### src/rtl/cnn_tile_ctrl.sv
// CNN tile sequencer: per output tile loads filters, prefetches IFM rows into a
// ring buffer and issues data beats per output row (channel outer, column inner).
module cnn_tile_ctrl #(
  parameter int W_SIZE       = 9,
  parameter int W_CHANNEL    = 5,
  parameter int W_FRAME_SIZE = 24,
  parameter int W_IFM_BUF    = 2,
  parameter int HSYNC_DLY    = 4
) (
  input  logic                    clk,
  input  logic                    rst,
  input  logic                    i_start,
  input  logic [W_SIZE-1:0]       i_width,
  input  logic [W_SIZE-1:0]       i_height,
  input  logic [W_CHANNEL-1:0]    i_in_chn,
  input  logic [W_CHANNEL-1:0]    i_out_chn,
  input  logic                    i_stride2,
  input  logic                    i_k1x1,
  input  logic                    i_ifm_buf_done,
  input  logic                    i_filter_buf_done,
  input  logic                    i_pe_done,
  output logic                    o_busy,
  output logic                    o_filter_req_load,
  output logic [W_CHANNEL-1:0]    o_filter_req_tile,
  output logic                    o_ifm_req_load,
  output logic [W_SIZE-1:0]       o_ifm_req_row,
  output logic [W_IFM_BUF-1:0]    o_ifm_req_slot,
  output logic                    o_hsync_run,
  output logic                    o_data_run,
  output logic [W_SIZE-1:0]       o_row,
  output logic [W_SIZE-1:0]       o_col,
  output logic [W_CHANNEL-1:0]    o_chn,
  output logic [W_CHANNEL-1:0]    o_otile,
  output logic                    o_is_first_row,
  output logic                    o_is_last_row,
  output logic                    o_is_first_col,
  output logic                    o_is_last_col,
  output logic                    o_is_first_chn,
  output logic                    o_is_last_chn,
  output logic [W_FRAME_SIZE-1:0] o_data_count,
  output logic                    o_end_frame
);
  localparam int IFM_BUF_CNT = 1 << W_IFM_BUF;
  localparam int W_HS        = $clog2(HSYNC_DLY + 1) + 1;

  typedef enum logic [2:0] {IDLE, LOAD_FILT, HSYNC, DATA, WAIT_PE, DONE} state_e;

  state_e                  state_q, state_d;
  logic [W_SIZE-1:0]       oh_q, oh_d, ow_q, ow_d, h_q, h_d;
  logic [W_SIZE-1:0]       row_q, row_d, col_q, col_d;
  logic [W_CHANNEL-1:0]    in_chn_q, in_chn_d, out_chn_q, out_chn_d;
  logic [W_CHANNEL-1:0]    chn_q, chn_d, otile_q, otile_d;
  logic                    stride2_q, stride2_d, k1x1_q, k1x1_d;
  logic [W_FRAME_SIZE-1:0] cnt_q, cnt_d;
  logic [W_HS-1:0]         hs_q, hs_d;
  logic [W_SIZE:0]         next_ld_q, next_ld_d, rows_done_q, rows_done_d;
  logic                    outst_q, outst_d, stale_q, stale_d;
  logic                    filt_req_q, filt_req_d, end_q, end_d;

  logic [W_SIZE:0]         oh_in, ow_in, base, low, hi_raw, h_last, hi;
  logic [W_SIZE+1:0]       win_end;
  logic                    rows_ready, ifm_req, cfg_zero;

  assign oh_in    = i_stride2 ? (({1'b0, i_height} + 1'b1) >> 1) : {1'b0, i_height};
  assign ow_in    = i_stride2 ? (({1'b0, i_width} + 1'b1) >> 1) : {1'b0, i_width};
  assign cfg_zero = (i_width == '0) || (i_height == '0) || (i_in_chn == '0) || (i_out_chn == '0);

  // Input row window needed by the current output row, and the ring-buffer limit
  assign base       = stride2_q ? {row_q, 1'b0} : {1'b0, row_q};
  assign low        = (!k1x1_q && base != '0) ? base - 1'b1 : base;
  assign hi_raw     = k1x1_q ? base : base + 1'b1;
  assign h_last     = {1'b0, h_q} - 1'b1;
  assign hi         = (hi_raw > h_last) ? h_last : hi_raw;
  assign rows_ready = rows_done_q > hi;
  assign win_end    = {1'b0, low} + (W_SIZE+2)'(IFM_BUF_CNT);
  assign ifm_req    = (state_q inside {HSYNC, DATA, WAIT_PE}) && !outst_q &&
                      (next_ld_q < {1'b0, h_q}) && ({1'b0, next_ld_q} < win_end);

  always_comb begin
    state_d     = state_q;
    oh_d        = oh_q;
    ow_d        = ow_q;
    h_d         = h_q;
    row_d       = row_q;
    col_d       = col_q;
    in_chn_d    = in_chn_q;
    out_chn_d   = out_chn_q;
    chn_d       = chn_q;
    otile_d     = otile_q;
    stride2_d   = stride2_q;
    k1x1_d      = k1x1_q;
    cnt_d       = cnt_q;
    hs_d        = hs_q;
    next_ld_d   = next_ld_q;
    rows_done_d = rows_done_q;
    outst_d     = outst_q;
    stale_d     = stale_q;
    filt_req_d  = 1'b0;
    end_d       = 1'b0;

    // A completion for a row requested before a tile switch or restart is dropped
    if (i_ifm_buf_done && outst_q) begin
      outst_d = 1'b0;
      stale_d = 1'b0;
      if (!stale_q) rows_done_d = rows_done_q + 1'b1;
    end else if (ifm_req) begin
      outst_d   = 1'b1;
      next_ld_d = next_ld_q + 1'b1;
    end

    case (state_q)
      IDLE: begin
        if (i_start) begin
          if (cfg_zero) begin
            end_d = 1'b1;
          end else begin
            oh_d        = oh_in[W_SIZE-1:0];
            ow_d        = ow_in[W_SIZE-1:0];
            h_d         = i_height;
            in_chn_d    = i_in_chn;
            out_chn_d   = i_out_chn;
            stride2_d   = i_stride2;
            k1x1_d      = i_k1x1;
            row_d       = '0;
            col_d       = '0;
            chn_d       = '0;
            otile_d     = '0;
            cnt_d       = '0;
            next_ld_d   = '0;
            rows_done_d = '0;
            stale_d     = outst_d;
            filt_req_d  = 1'b1;
            state_d     = LOAD_FILT;
          end
        end
      end
      LOAD_FILT: begin
        if (i_filter_buf_done) begin
          hs_d    = '0;
          state_d = HSYNC;
        end
      end
      HSYNC: begin
        if (int'(hs_q) < HSYNC_DLY) hs_d = hs_q + 1'b1;
        if ((int'(hs_q) + 1 >= HSYNC_DLY) && rows_ready) begin
          col_d   = '0;
          chn_d   = '0;
          state_d = DATA;
        end
      end
      DATA: begin
        cnt_d = cnt_q + 1'b1;
        if (col_q == ow_q - 1'b1) begin
          col_d = '0;
          if (chn_q == in_chn_q - 1'b1) begin
            chn_d   = '0;
            state_d = WAIT_PE;
          end else begin
            chn_d = chn_q + 1'b1;
          end
        end else begin
          col_d = col_q + 1'b1;
        end
      end
      WAIT_PE: begin
        if (i_pe_done) begin
          if (row_q != oh_q - 1'b1) begin
            row_d   = row_q + 1'b1;
            hs_d    = '0;
            state_d = HSYNC;
          end else if (otile_q != out_chn_q - 1'b1) begin
            otile_d     = otile_q + 1'b1;
            row_d       = '0;
            next_ld_d   = '0;
            rows_done_d = '0;
            stale_d     = outst_d;
            filt_req_d  = 1'b1;
            state_d     = LOAD_FILT;
          end else begin
            end_d   = 1'b1;
            state_d = DONE;
          end
        end
      end
      DONE:    state_d = IDLE;
      default: state_d = IDLE;
    endcase
  end

  always_ff @(posedge clk) begin
    if (rst) begin
      state_q     <= IDLE;
      oh_q        <= '0;
      ow_q        <= '0;
      h_q         <= '0;
      row_q       <= '0;
      col_q       <= '0;
      in_chn_q    <= '0;
      out_chn_q   <= '0;
      chn_q       <= '0;
      otile_q     <= '0;
      stride2_q   <= 1'b0;
      k1x1_q      <= 1'b0;
      cnt_q       <= '0;
      hs_q        <= '0;
      next_ld_q   <= '0;
      rows_done_q <= '0;
      outst_q     <= 1'b0;
      stale_q     <= 1'b0;
      filt_req_q  <= 1'b0;
      end_q       <= 1'b0;
    end else begin
      state_q     <= state_d;
      oh_q        <= oh_d;
      ow_q        <= ow_d;
      h_q         <= h_d;
      row_q       <= row_d;
      col_q       <= col_d;
      in_chn_q    <= in_chn_d;
      out_chn_q   <= out_chn_d;
      chn_q       <= chn_d;
      otile_q     <= otile_d;
      stride2_q   <= stride2_d;
      k1x1_q      <= k1x1_d;
      cnt_q       <= cnt_d;
      hs_q        <= hs_d;
      next_ld_q   <= next_ld_d;
      rows_done_q <= rows_done_d;
      outst_q     <= outst_d;
      stale_q     <= stale_d;
      filt_req_q  <= filt_req_d;
      end_q       <= end_d;
    end
  end

  assign o_busy            = (state_q != IDLE);
  assign o_filter_req_load = filt_req_q;
  assign o_filter_req_tile = otile_q;
  assign o_ifm_req_load    = ifm_req;
  assign o_ifm_req_row     = next_ld_q[W_SIZE-1:0];
  assign o_ifm_req_slot    = next_ld_q[W_IFM_BUF-1:0];
  assign o_hsync_run       = (state_q == HSYNC);
  assign o_data_run        = (state_q == DATA);
  assign o_row             = row_q;
  assign o_col             = col_q;
  assign o_chn             = chn_q;
  assign o_otile           = otile_q;
  assign o_is_first_row    = o_data_run && (row_q == '0);
  assign o_is_last_row     = o_data_run && (row_q == oh_q - 1'b1);
  assign o_is_first_col    = o_data_run && (col_q == '0);
  assign o_is_last_col     = o_data_run && (col_q == ow_q - 1'b1);
  assign o_is_first_chn    = o_data_run && (chn_q == '0);
  assign o_is_last_chn     = o_data_run && (chn_q == in_chn_q - 1'b1);
  assign o_data_count      = cnt_q;
  assign o_end_frame       = end_q;
endmodule
### config.mk
export PLATFORM = sky130hd
export DESIGN_NAME = cnn_tile_ctrl
export DESIGN_NICKNAME = d
export VERILOG_FILES = /design/src/rtl/cnn_tile_ctrl.sv
export SDC_FILE = /design/constraint.sdc
export NUM_CORES = 1
export LEC_CHECK = 0
export CORE_MARGIN = 1
export CORE_UTILIZATION = 45
export DETAILED_ROUTE_END_ITERATION = 8
export PLACE_DENSITY_LB_ADDON = 0.1
export REMOVE_ABC_BUFFERS = 1
export SKIP_CTS_REPAIR_TIMING = 1
export SLEW_MARGIN = 10
export SYNTH_ARGS = -nofsm -noshare
export SYNTH_HDL_FRONTEND = slang
export SYNTH_SLANG_ARGS = --single-unit
### constraint.sdc
create_clock -name clk -period 13.25 [get_ports clk]
set_input_delay 1.325 -clock clk [delete_from_list [all_inputs] [get_ports clk]]
set_output_delay 1.325 -clock clk [all_outputs]
set_load 0.05 [all_outputs]
==> results_dict.tcl <==
set metrics [dict create \
    num_rows 50 \
    async_flop_share_pct 0 \
    final_cells 1408 \
    overflow 0 \
    cts_buffers 17 \
    synth_cell_types 74 \
    start_util_pct 45.95 \
    via_per_inst 5.586 \
    routedWlPerCell_um 15.52 \
    status "finished clean" \
    hold_path.startpoint "next_ld_q[9]" \
    max_freq_mhz 123.0 \
    yosysWarnings 0 \
    drive_above_1_share_pct 4.770 \
    grt_pass1_vias 7070 \
    clock_path_buffers 2 \
    path_max_fanout 19 \
    power.switching_mw 0.5999 \
    routed-wl-met2_mm 9.964 \
    final_cell_mix "149 x nor2_1, 122 x dfxtp_1, 114 x clkdlybuf4s50_1" \
    rrSetupSlack_ns 6.37 \
    finalHoldViolCount 0 \
    drt-met1-wl_mm 10.62 \
    placed_cells 1376 \
    synth-xor-area-share_pct 10.66 \
    reg2reg_depth 22 \
    power.share.clock_pct 31.8 \
    critical_path_required_ns 11.93 \
    place.gp.congestion 0.8731 \
    core_sq_um 18770 \
    worstSetupStartpointType "register" \
    drt_iter0_markers 453 \
    ir_drop_uv 107.4 \
    yosys.area_share.simple_pct 24.07 \
    seqPwrFrac_pct 29.6 \
    place_hpwl_mm 16.17 \
    period_share_pct 61.35 \
    crit_type "register to output pin" \
    synth_top_area_share_pct 28.32 \
    synth_compound_area_share_pct 16.12 \
    drt_first_pass_iters 5 \
    power_density_nw_per_um2 147.5 \
    top_layer_used "met5" \
    drc 0 \
    hold_path.class "register to register" \
    p_int_mw 0.9289 \
    cts_tree "built" \
    grtUsageTotal_pct 22.63 \
    dpl_cell_area_sq_um 9753 \
    ioPinCount 116 \
    area_growth_pct 20.19 \
    cts_root_buf "clkbuf_16" \
    grt_max_degree 62 \
    critPathCaptureType "output pin" \
    skew_ns 0.01323 \
    antennaDiodeCount 0 \
    synth_area_leaders "dfxtp_1 28%, ha_1 8.8%, nor2_1 6.5%, xnor2_1 5.5%, xor2_1 5.2%" \
    slew_viol_final 0 \
    synth_flop_cell "dfxtp_1" \
    muxShareOfSynthArea_pct 5.585 \
    antenna_found_initial 1 \
    holdPathEnd "next_ld_q[9]" \
    portBuffers 115 \
    final_antenna_net_count 0 \
    die_h_um 140.4 \
    ys_ff_latch 122 \
    p_leak_nw 4.079 \
    layout_commonest_cell "nor2_1" \
    rsz0062_at_grt "no" \
    clk_pin_slew_ns 0.06 \
    dr_wl_met3_mm 1.009 \
    r2r_start "stride2_q" \
    finalSetupViolations 0 \
    grt_pass1_wl_mm 35.91 \
    h-tree-depth 4 \
    fin_tns_setup_ns 0 \
    synth-edff-count 0 \
    design_area_sq_um 10370 \
    dieWidth_um 140.4 \
    tightestPinTransition_ns 1.067 \
    syn_avg_cell_area_sq_um 7.891 \
    yosys.area.top_type "dfxtp_1" \
    routed-via-count 7865 \
    synthAdderAreaFrac_pct 8.850 \
    max_cap_violations 0 \
    syn_inst 1093 \
    die_area_sq_um 19720 \
    r2r-end "o_chn[1]" \
    timing.hold.ws_ns 0.4940 \
    total_power_mw 1.529 \
    relSlewSlack_pct 28.73 \
    wl_mm 21.85 \
    yosysSeqAreaShare_pct 28.32 \
    worstPathArrival_ns 6.80 \
    min_period_ns 8.129 \
    nNetsFinal 1258 \
    whs_path_depth 2 \
    combPwrFrac_pct 38.6 \
    clk_latency_ns 0.42 \
    synth_top_family_by_area "simple AND/OR/NAND/NOR gates" \
    netlist_area_sq_um 8625 \
    p_sw_share_pct 39.24 \
    cts.sinks 122 \
]
[worst max path at each step]
stage | slack [ns] | from | to
detailed placement | 5.59 | stride2_q | o_ifm_req_load
finish | 5.12 | stride2_q | o_ifm_req_load
floorplan | 6.25 | stride2_q | o_chn[1]
global placement | 5.72 | stride2_q | o_ifm_req_load
CTS | 5.10 | stride2_q | o_ifm_req_load
global route | 4.39 | stride2_q | o_ifm_req_load
[critical path: stages (launching register included)]
cell and delay [ns]:
dfxtp_1 0.57, buf_4 0.31, mux2i_1 0.31, ha_1 0.23, nor3b_1 0.56, a21oi_1 0.29, nand2_1 0.15, xor2_1 0.26
ha_1 0.23, and3_1 0.18, nand4_1 0.14, xnor2_1 0.17, ha_1 0.30, a2111oi_0 0.51, o21ai_0 0.23, a2111o_1 0.42
o221a_2 0.12, a21oi_1 0.12, o21ba_1 0.36, inv_1 0.11, clkdlybuf4s50_1 0.80
[sequential cells by signal, summed over array words and instances (netlist names)]
| name | flops |
|---|---|
| stale_q | 1 |
| ow_q | 9 |
| out_chn_q | 5 |
| o_filter_req_tile | 5 |
| oh_q | 9 |
| o_chn | 5 |
| rows_done_q | 10 |
| o_filter_req_load | 1 |
| next_ld_q | 10 |
| stride2_q | 1 |
| o_col | 9 |
| k1x1_q | 1 |
| hs_q | 4 |
| in_chn_q | 5 |
| o_row | 9 |
| o_data_count | 24 |
| o_end_frame | 1 |
| state_q | 3 |
| h_q | 9 |
| outst_q | 1 |
[metal layers]
metal  up-vias  global-route usage (%)
met5         -                       0
met4         2                   5.784
met3        17                   4.444
met2       188                   36.53
met1      3656                   30.76
li1       4002                       -
[per-stage QoR]
stage | util (%) | setup WS [ns]
after floorplan | - | 6.247
after global placement | 51.97 | 5.722
after detailed placement | 51.97 | 5.586
after CTS | 55.23 | 5.102
after global routing | 55.23 | 4.394
final | 55.23 | 5.121
[area by class of cell]
| cell class | count | area (sq um) |
|---|---|---|
| Clock buffer | 18 | 439.2 |
| Tap cell | 234 | 292.8 |
| Sequential cell | 122 | 2442 |
| Inverter | 54 | 202.7 |
| Fill cell | 1776 | 8402 |
| Timing Repair Buffer | 119 | 1176 |
| Clock inverter | 14 | 173.9 |
| Multi-Input combinational cell | 847 | 5639 |
[Yosys cell counts, drive strengths merged (3+ instances only)]
| cell type | count |
|---|---|
| or2 | 5 |
| a22oi | 5 |
| a211oi | 28 |
| dfxtp | 122 |
| or3 | 20 |
| nor2b | 11 |
| o22ai | 5 |
| a31oi | 4 |
| xor2 | 51 |
| and2 | 8 |
| a22o | 3 |
| buf | 23 |
| mux2 | 6 |
| nor3 | 20 |
| clkbuf | 47 |
| a2111oi | 4 |
| xnor2 | 54 |
| nand3b | 4 |
| nor2 | 149 |
| and4b | 3 |
| nand2b | 15 |
| nor4 | 17 |
| mux2i | 41 |
| o2111ai | 5 |
| nand3 | 43 |
| nor3b | 6 |
| a21oi | 68 |
| or4 | 9 |
| and3 | 16 |
| o31ai | 6 |
| a21o | 11 |
| o21ai | 39 |
| nand4 | 22 |
| ha | 61 |
| inv | 53 |
| o21a | 5 |
| nand2 | 66 |
[cells by family (layout without fill, tap and decap cells)]
| logic type | after synthesis | in the layout |
|---|---|---|
| DFF | 122 | 122 |
| buffers and inverters | 124 | 205 |
| adders and majority gates | 61 | 61 |
| and+or+nand+nor | 421 | 421 |
| AOI/OAI and AO/OA | 213 | 213 |
| xor gates and xnor gates | 105 | 105 |
| muxes | 47 | 47 |
[power groups by stage]
| stage | sequential, mW | clock [mW] | combinational, mW |
|---|---|---|---|
| after floorplan | 0.462 | 0 | 0.430 |
| after global placement | 0.459 | 0 | 0.581 |
| after detailed placement | 0.460 | 0 | 0.587 |
| after CTS | 0.452 | 0.494 | 0.591 |
| after global routing | 0.460 | 0.514 | 0.659 |
| final | 0.453 | 0.485 | 0.591 |
Note: power is estimated with default switching activity, not from simulation.
